`src/rtl/multicycle_controller.sv`:
```
// -----------------------------------------------------------------------------
// multicycle_controller
//
// Purpose:
//   Multi-cycle control FSM for the accumulator RISC CPU. Each instruction is
//   sequenced through FETCH / DECODE / (EXEC | MEM) / WB, with a req/ack memory
//   handshake, a zero-flag-driven skip (SKZ), a sticky halt and a single-step
//   debug mode. The FSM state and every control output are registered.
//
// Ports:
//   clk        in   system clock, rising edge
//   rst_n      in   asynchronous active-low reset
//   opcode     in   [OP_W]    instruction-register opcode field
//   acc_zero   in   accumulator == 0
//   mem_ack    in   memory completion, sampled on the clock edge
//   step_en    in   single-step mode enable
//   step_go    in   releases one instruction while in IDLE with step_en=1
//   mem_req    out  memory request, held until ack
//   mem_we     out  memory write (STO data phase)
//   ir_load    out  load instruction register
//   pc_inc     out  PC += 1
//   pc_load    out  PC <= operand address (JMP)
//   acc_load   out  accumulator write enable
//   alu_to_acc out  accumulator source: 1 = ALU, 0 = memory data
//   alu_op     out  [ALUOP_W] 01 ADD, 10 AND, 11 XOR, 00 pass
//   halted     out  controller is in HALT
//   illegal    out  sticky: an illegal opcode was decoded
//   state_o    out  [3] current FSM state (debug visibility)
//
// Memory handshake:
//   mem_req is high for every cycle of FETCH and MEM. A transfer completes on
//   the first rising edge where mem_req=1 and mem_ack=1, including the very
//   first cycle of the request (zero-wait memory). mem_ack is ignored while
//   mem_req=0, and reset drops mem_req at once without waiting for ack.
// -----------------------------------------------------------------------------
module multicycle_controller #(
   parameter int OP_W    = 3,
   parameter int ALUOP_W = 2
) (
   input  logic               clk,
   input  logic               rst_n,
   input  logic [OP_W-1:0]    opcode,
   input  logic               acc_zero,
   input  logic               mem_ack,
   input  logic               step_en,
   input  logic               step_go,
   output logic               mem_req,
   output logic               mem_we,
   output logic               ir_load,
   output logic               pc_inc,
   output logic               pc_load,
   output logic               acc_load,
   output logic               alu_to_acc,
   output logic [ALUOP_W-1:0] alu_op,
   output logic               halted,
   output logic               illegal,
   output logic [2:0]         state_o
);

   localparam logic [2:0] S_IDLE   = 3'd0;
   localparam logic [2:0] S_FETCH  = 3'd1;
   localparam logic [2:0] S_DECODE = 3'd2;
   localparam logic [2:0] S_EXEC   = 3'd3;
   localparam logic [2:0] S_MEM    = 3'd4;
   localparam logic [2:0] S_WB     = 3'd5;
   localparam logic [2:0] S_HALT   = 3'd6;

   localparam logic [2:0] OP_HLT = 3'd0;
   localparam logic [2:0] OP_SKZ = 3'd1;
   localparam logic [2:0] OP_ADD = 3'd2;
   localparam logic [2:0] OP_AND = 3'd3;
   localparam logic [2:0] OP_XOR = 3'd4;
   localparam logic [2:0] OP_LDA = 3'd5;
   localparam logic [2:0] OP_STO = 3'd6;
   localparam logic [2:0] OP_JMP = 3'd7;

   logic [2:0]         state_q, state_d;
   logic [2:0]         op_q, op_d;
   logic               illegal_q, illegal_d;
   logic               mem_req_q, mem_req_d;
   logic               mem_we_q, mem_we_d;
   logic               ir_load_q, ir_load_d;
   logic               pc_inc_q, pc_inc_d;
   logic               pc_load_q, pc_load_d;
   logic               acc_load_q, acc_load_d;
   logic               alu_to_acc_q, alu_to_acc_d;
   logic [ALUOP_W-1:0] alu_op_q, alu_op_d;
   logic               halted_q, halted_d;
   logic               upper_nz;

   // Only bits [2:0] are decoded; any set bit above them makes the opcode
   // illegal. With the default OP_W=3 there are no upper bits to inspect.
   generate
      if (OP_W > 3) begin : g_wide_op
         assign upper_nz = |opcode[OP_W-1:3];
      end else begin : g_narrow_op
         assign upper_nz = 1'b0;
      end
   endgenerate

   // Next-state logic. The opcode is captured on the edge leaving DECODE so
   // later phases do not depend on the IR field staying stable.
   always_comb begin
      state_d   = state_q;
      op_d      = op_q;
      illegal_d = illegal_q;
      case (state_q)
         S_IDLE: begin
            // step_go only matters here; outside IDLE it is never looked at.
            if (!step_en || step_go) begin
               state_d = S_FETCH;
            end
         end
         S_FETCH: begin
            if (mem_ack) begin
               state_d = S_DECODE;
            end
         end
         S_DECODE: begin
            op_d = opcode[2:0];
            if (upper_nz) begin
               illegal_d = 1'b1;
               state_d   = S_HALT;
            end else begin
               case (opcode[2:0])
                  OP_HLT:         state_d = S_HALT;
                  OP_SKZ, OP_JMP: state_d = S_EXEC;
                  default:        state_d = S_MEM;
               endcase
            end
         end
         S_MEM: begin
            if (mem_ack) begin
               state_d = (op_q == OP_STO) ? S_IDLE : S_WB;
            end
         end
         S_EXEC:  state_d = S_IDLE;
         S_WB:    state_d = S_IDLE;
         S_HALT:  state_d = S_HALT;
         default: state_d = S_IDLE;
      endcase
   end

   // Outputs are registered: each one is computed from the state being
   // entered, so it is valid for the whole cycle spent in that state.
   always_comb begin
      mem_req_d    = (state_d == S_FETCH) || (state_d == S_MEM);
      mem_we_d     = (state_d == S_MEM) && (op_d == OP_STO);
      ir_load_d    = (state_d == S_DECODE);
      // EXEC is only entered from DECODE, so acc_zero is the value seen on
      // the decode edge.
      pc_inc_d     = (state_d == S_DECODE) ||
                     ((state_d == S_EXEC) && (op_d == OP_SKZ) && acc_zero);
      pc_load_d    = (state_d == S_EXEC) && (op_d == OP_JMP);
      acc_load_d   = (state_d == S_WB);
      alu_to_acc_d = (state_d == S_WB) && (op_d != OP_LDA);
      halted_d     = (state_d == S_HALT);
      alu_op_d     = '0;
      if (state_d == S_WB) begin
         case (op_d)
            OP_ADD:  alu_op_d = ALUOP_W'(2'b01);
            OP_AND:  alu_op_d = ALUOP_W'(2'b10);
            OP_XOR:  alu_op_d = ALUOP_W'(2'b11);
            default: alu_op_d = '0;
         endcase
      end
   end

   always_ff @(posedge clk or negedge rst_n) begin
      if (!rst_n) begin
         state_q      <= S_IDLE;
         op_q         <= OP_HLT;
         illegal_q    <= 1'b0;
         mem_req_q    <= 1'b0;
         mem_we_q     <= 1'b0;
         ir_load_q    <= 1'b0;
         pc_inc_q     <= 1'b0;
         pc_load_q    <= 1'b0;
         acc_load_q   <= 1'b0;
         alu_to_acc_q <= 1'b0;
         alu_op_q     <= '0;
         halted_q     <= 1'b0;
      end else begin
         state_q      <= state_d;
         op_q         <= op_d;
         illegal_q    <= illegal_d;
         mem_req_q    <= mem_req_d;
         mem_we_q     <= mem_we_d;
         ir_load_q    <= ir_load_d;
         pc_inc_q     <= pc_inc_d;
         pc_load_q    <= pc_load_d;
         acc_load_q   <= acc_load_d;
         alu_to_acc_q <= alu_to_acc_d;
         alu_op_q     <= alu_op_d;
         halted_q     <= halted_d;
      end
   end

   assign mem_req    = mem_req_q;
   assign mem_we     = mem_we_q;
   assign ir_load    = ir_load_q;
   assign pc_inc     = pc_inc_q;
   assign pc_load    = pc_load_q;
   assign acc_load   = acc_load_q;
   assign alu_to_acc = alu_to_acc_q;
   assign alu_op     = alu_op_q;
   assign halted     = halted_q;
   assign illegal    = illegal_q;
   assign state_o    = state_q;

endmodule

```
`config.mk`:
```
export PLATFORM = sky130hd
export DESIGN_NAME = multicycle_controller
export DESIGN_NICKNAME = d
export VERILOG_FILES = /design/src/rtl/multicycle_controller.sv
export SDC_FILE = /design/constraint.sdc
export NUM_CORES = 1
export LEC_CHECK = 0
export BUFFER_PORTS_ARGS = -buffer_cell sky130_fd_sc_hd__buf_2
export CAP_MARGIN = 0
export CORE_UTILIZATION = 48
export CTS_CLUSTER_SIZE = 10
export DETAILED_ROUTE_END_ITERATION = 12
export PLACE_DENSITY = 0.75
export SKIP_LAST_GASP = 1
export SLEW_MARGIN = 25
export SYNTH_ARGS = -nofsm -noshare
export SYNTH_HDL_FRONTEND = slang
export SYNTH_SLANG_ARGS = --single-unit
```
`constraint.sdc`:
```
create_clock -name clk -period 2.07 [get_ports clk]
set_input_delay 0.207 -clock clk [delete_from_list [all_inputs] [get_ports clk]]
set_output_delay 0.207 -clock clk [all_outputs]
set_load 0.02 [all_outputs]
```
==> flow_metrics.py <==
metrics = {
    "synthesis": {
        "synth-seq-area-share": 0.520,
        "yosys.area.top_type": "dfrtp_1",
        "synth_edf_count": 0,
        "synth_ff_type": "dfrtp_1",
        "ys_ff_latch": 16,
        "syn_area_sq_um": 769,
        "ys_async_sr_fraction": 1.00,
        "synth_cell_types": 32,
        "yosys_warnings": 0,
        "netlist_instances": 68,
        "netlist.area_leader.share": 0.520,
        "synth.area.top_cells": "dfrtp_1 (52%), mux2i_1 (3.9%), and4bb_2 (3.3%), nand2_1 (2.9%), inv_1 (2.4%)",
        "syn_nets": 77,
        "syn_avg_cell_area_sq_um": 11.3,
    },
    "place": {
        "place_ws_ns": 0.341,
        "place.gp.congestion": 0.779,
        "portBuffers": 21,
        "post-dp-hpwl_microns": 1020,
    },
    "worst_setup_path": {
        "worstSetupEndpointType": "flop",
        "path_max_fanout": 9,
        "start_kind": "flop",
        "path_class": "flop to flop",
        "crit_arrival_ns": 1.97,
        "worstPathRequired_ns": 2.28,
    },
    "worst_hold_path": {
        "hold_class": "input port to flop",
    },
    "grt": {
        "grt_pass1_wl_microns": 2300,
        "antenna_found_initial": 0,
        "grt.total_usage": 0.179,
        "grt_pass1_vias": 535,
        "grt.overflow.total": 0,
        "grt_max_degree": 17,
    },
    "power": {
        "vdd_drop_max_mv": 0.709,
        "p_leak_nw": 0.480,
        "total_power_mw": 1.26,
        "p_per_area_nw_per_um2": 1350,
    },
    "clocking": {
        "ctsRootBufferMaster": "clkbuf_4",
        "cts.sinks": 16,
        "clock_path_buffers": 2,
        "clk_latency_ns": 0.29,
        "cts_made_buffers": 3,
        "postCtsSetupBuffers": 0,
        "cts_tree": "built",
        "cts-htree-levels": 1,
        "clk_pin_slew_ns": 0.10,
    },
    "timing": {
        "setup-tns-final_ns": 0,
        "fmax_ghz": 0.569,
        "fin_crit_ns": 1.76,
        "post-route-period-util": 0.850,
        "worst_pin_slew_ns": 0.559,
        "setup_slack_ns": 0.311,
        "finalHoldViolCount": 0,
        "slew_viol_final": 0,
        "rsz0062_at_grt": "no",
        "setup_viol": 0,
        "relSlewSlack": 0.623,
        "finClkSkew_ns": 0.0110,
    },
    "die": {
        "die_w_microns": 42.0,
        "die_h_microns": 42.0,
        "initial_utilization": 0.511,
        "ios": 23,
        "core.rowCount": 14,
        "coreArea_sq_um": 1510,
        "die-area_sq_um": 1770,
    },
    "drt": {
        "ant_nets": 0,
        "drt_iter0_markers": 7,
        "num_vias": 584,
        "route.detailed.drc": 0,
        "firstDrtPassIters": 4,
        "wl_microns": 1370,
        "vias_per_cell": 5.36,
        "wl_per_cell_microns": 12.6,
    },
    "layout": {
        "fin_util": 0.620,
        "num_antenna_cells": 0,
        "layout.nets": 103,
        "drive_gt1_frac": 0.376,
        "layout-area-overhead-vs-synth_pct": 21.3,
    },
    "run_status": {
        "status": "complete, no violations",
    },
    "job": {
        "drv_cap": 0,
    },
}
critical path: stages, from the launching register on:
cell and delay [ns]:
dfrtp_1 0.48, nor3b_4 0.43, mux2_2 0.42, or2_1 0.23
a21oi_1 0.12
sequential cells by signal, indices dropped and copies added (netlist names):
signal	cells
mem_req	1
alu_to_acc	1
state_o	3
pc_load	1
mem_we	1
halted	1
alu_op	2
acc_load	1
ir_load	1
pc_inc	1
op_q	3
Yosys cell counts, drive strengths merged, types with 2 or more instances:
| master | number |
|---|---|
| and4bb | 2 |
| nor2 | 2 |
| a21oi | 2 |
| nand2 | 7 |
| nand3 | 3 |
| inv | 5 |
| or2 | 2 |
| mux2i | 3 |
| and3b | 2 |
| dfrtp | 16 |
| o21ai | 2 |
| nor3 | 3 |
report_power, final:
group	internal [mW]	switching, mW	leakage, nW
registers	0.404	0.0871	0.210
logic	0.225	0.334	0.249
clock network	0.107	0.0989	0.0210
total	0.736	0.520	0.480
area by class of cell:
| cell class | count | area (sq um) |
|---|---|---|
| tap | 16 | 20.0 |
| inverter | 6 | 23.8 |
| fill | 134 | 573 |
| sequential | 16 | 400 |
| clock buffer | 4 | 36.3 |
| multi-input combinational | 45 | 338 |
| timing repair buffer | 22 | 115 |
layout by cell type, fill, tap and decap left out, drive strengths merged, types with 2 or more instances in the layout:
master  instances
o21ai           2
or2             2
nand2           7
clkbuf          4
inv             5
mux2i           3
buf            21
and4bb          2
a21oi           2
nor2            2
dfrtp          16
and3b           2
nand3           3
nor3            3
stage by stage:
step / area [sq um] / std cells / hold slack (ns)
3_3_place_gp: 887 / 104 / 0.130
2_1_floorplan: 769 / 68 / -0.0886
4_1_cts: 933 / 109 / 0.230
5_1_grt: 933 / 109 / 0.221
6_report: 933 / 109 / 0.223
3_5_place_dp: 887 / 104 / 0.142
final timing paths:
check | cells past startpoint | startpoint | slack [ns] | to
min | 3 | acc_zero | 0.22 | pc_inc
min reg2reg | 2 | op_q[1] | 0.60 | op_q[1]
max in group asynchronous | 2 | rst_n | 1.46 | state_o[2]
max reg2reg | 4 | state_o[0] | 0.31 | alu_op[0]
min in group asynchronous | 2 | rst_n | 0.34 | ir_load
max | 4 | state_o[0] | 0.31 | alu_op[0]
kinds of logic after synthesis:
logic type,synth area share
mux,0.0537
xor+xnor,0.0114
flops,0.520
simple gates,0.262
other cells,0.00487
compound gates,0.107
buf+inv,0.0407
what timing repair did:
item	in CTS	in global routing
endpoints found under the setup margin	0	0
gates resized for setup	0	0
hold buffers	1	0
endpoints found under the hold margin	16	0
layer usage:
layer	track usage	vias up	part of all wire
met4	0.0938	0	0.021
met1	0.228	272	0.48
met5	0	-	0
li1	-	290	-
met2	0.288	20	0.45
met3	0.0388	2	0.052
Power figures use the tool's default switching activity.
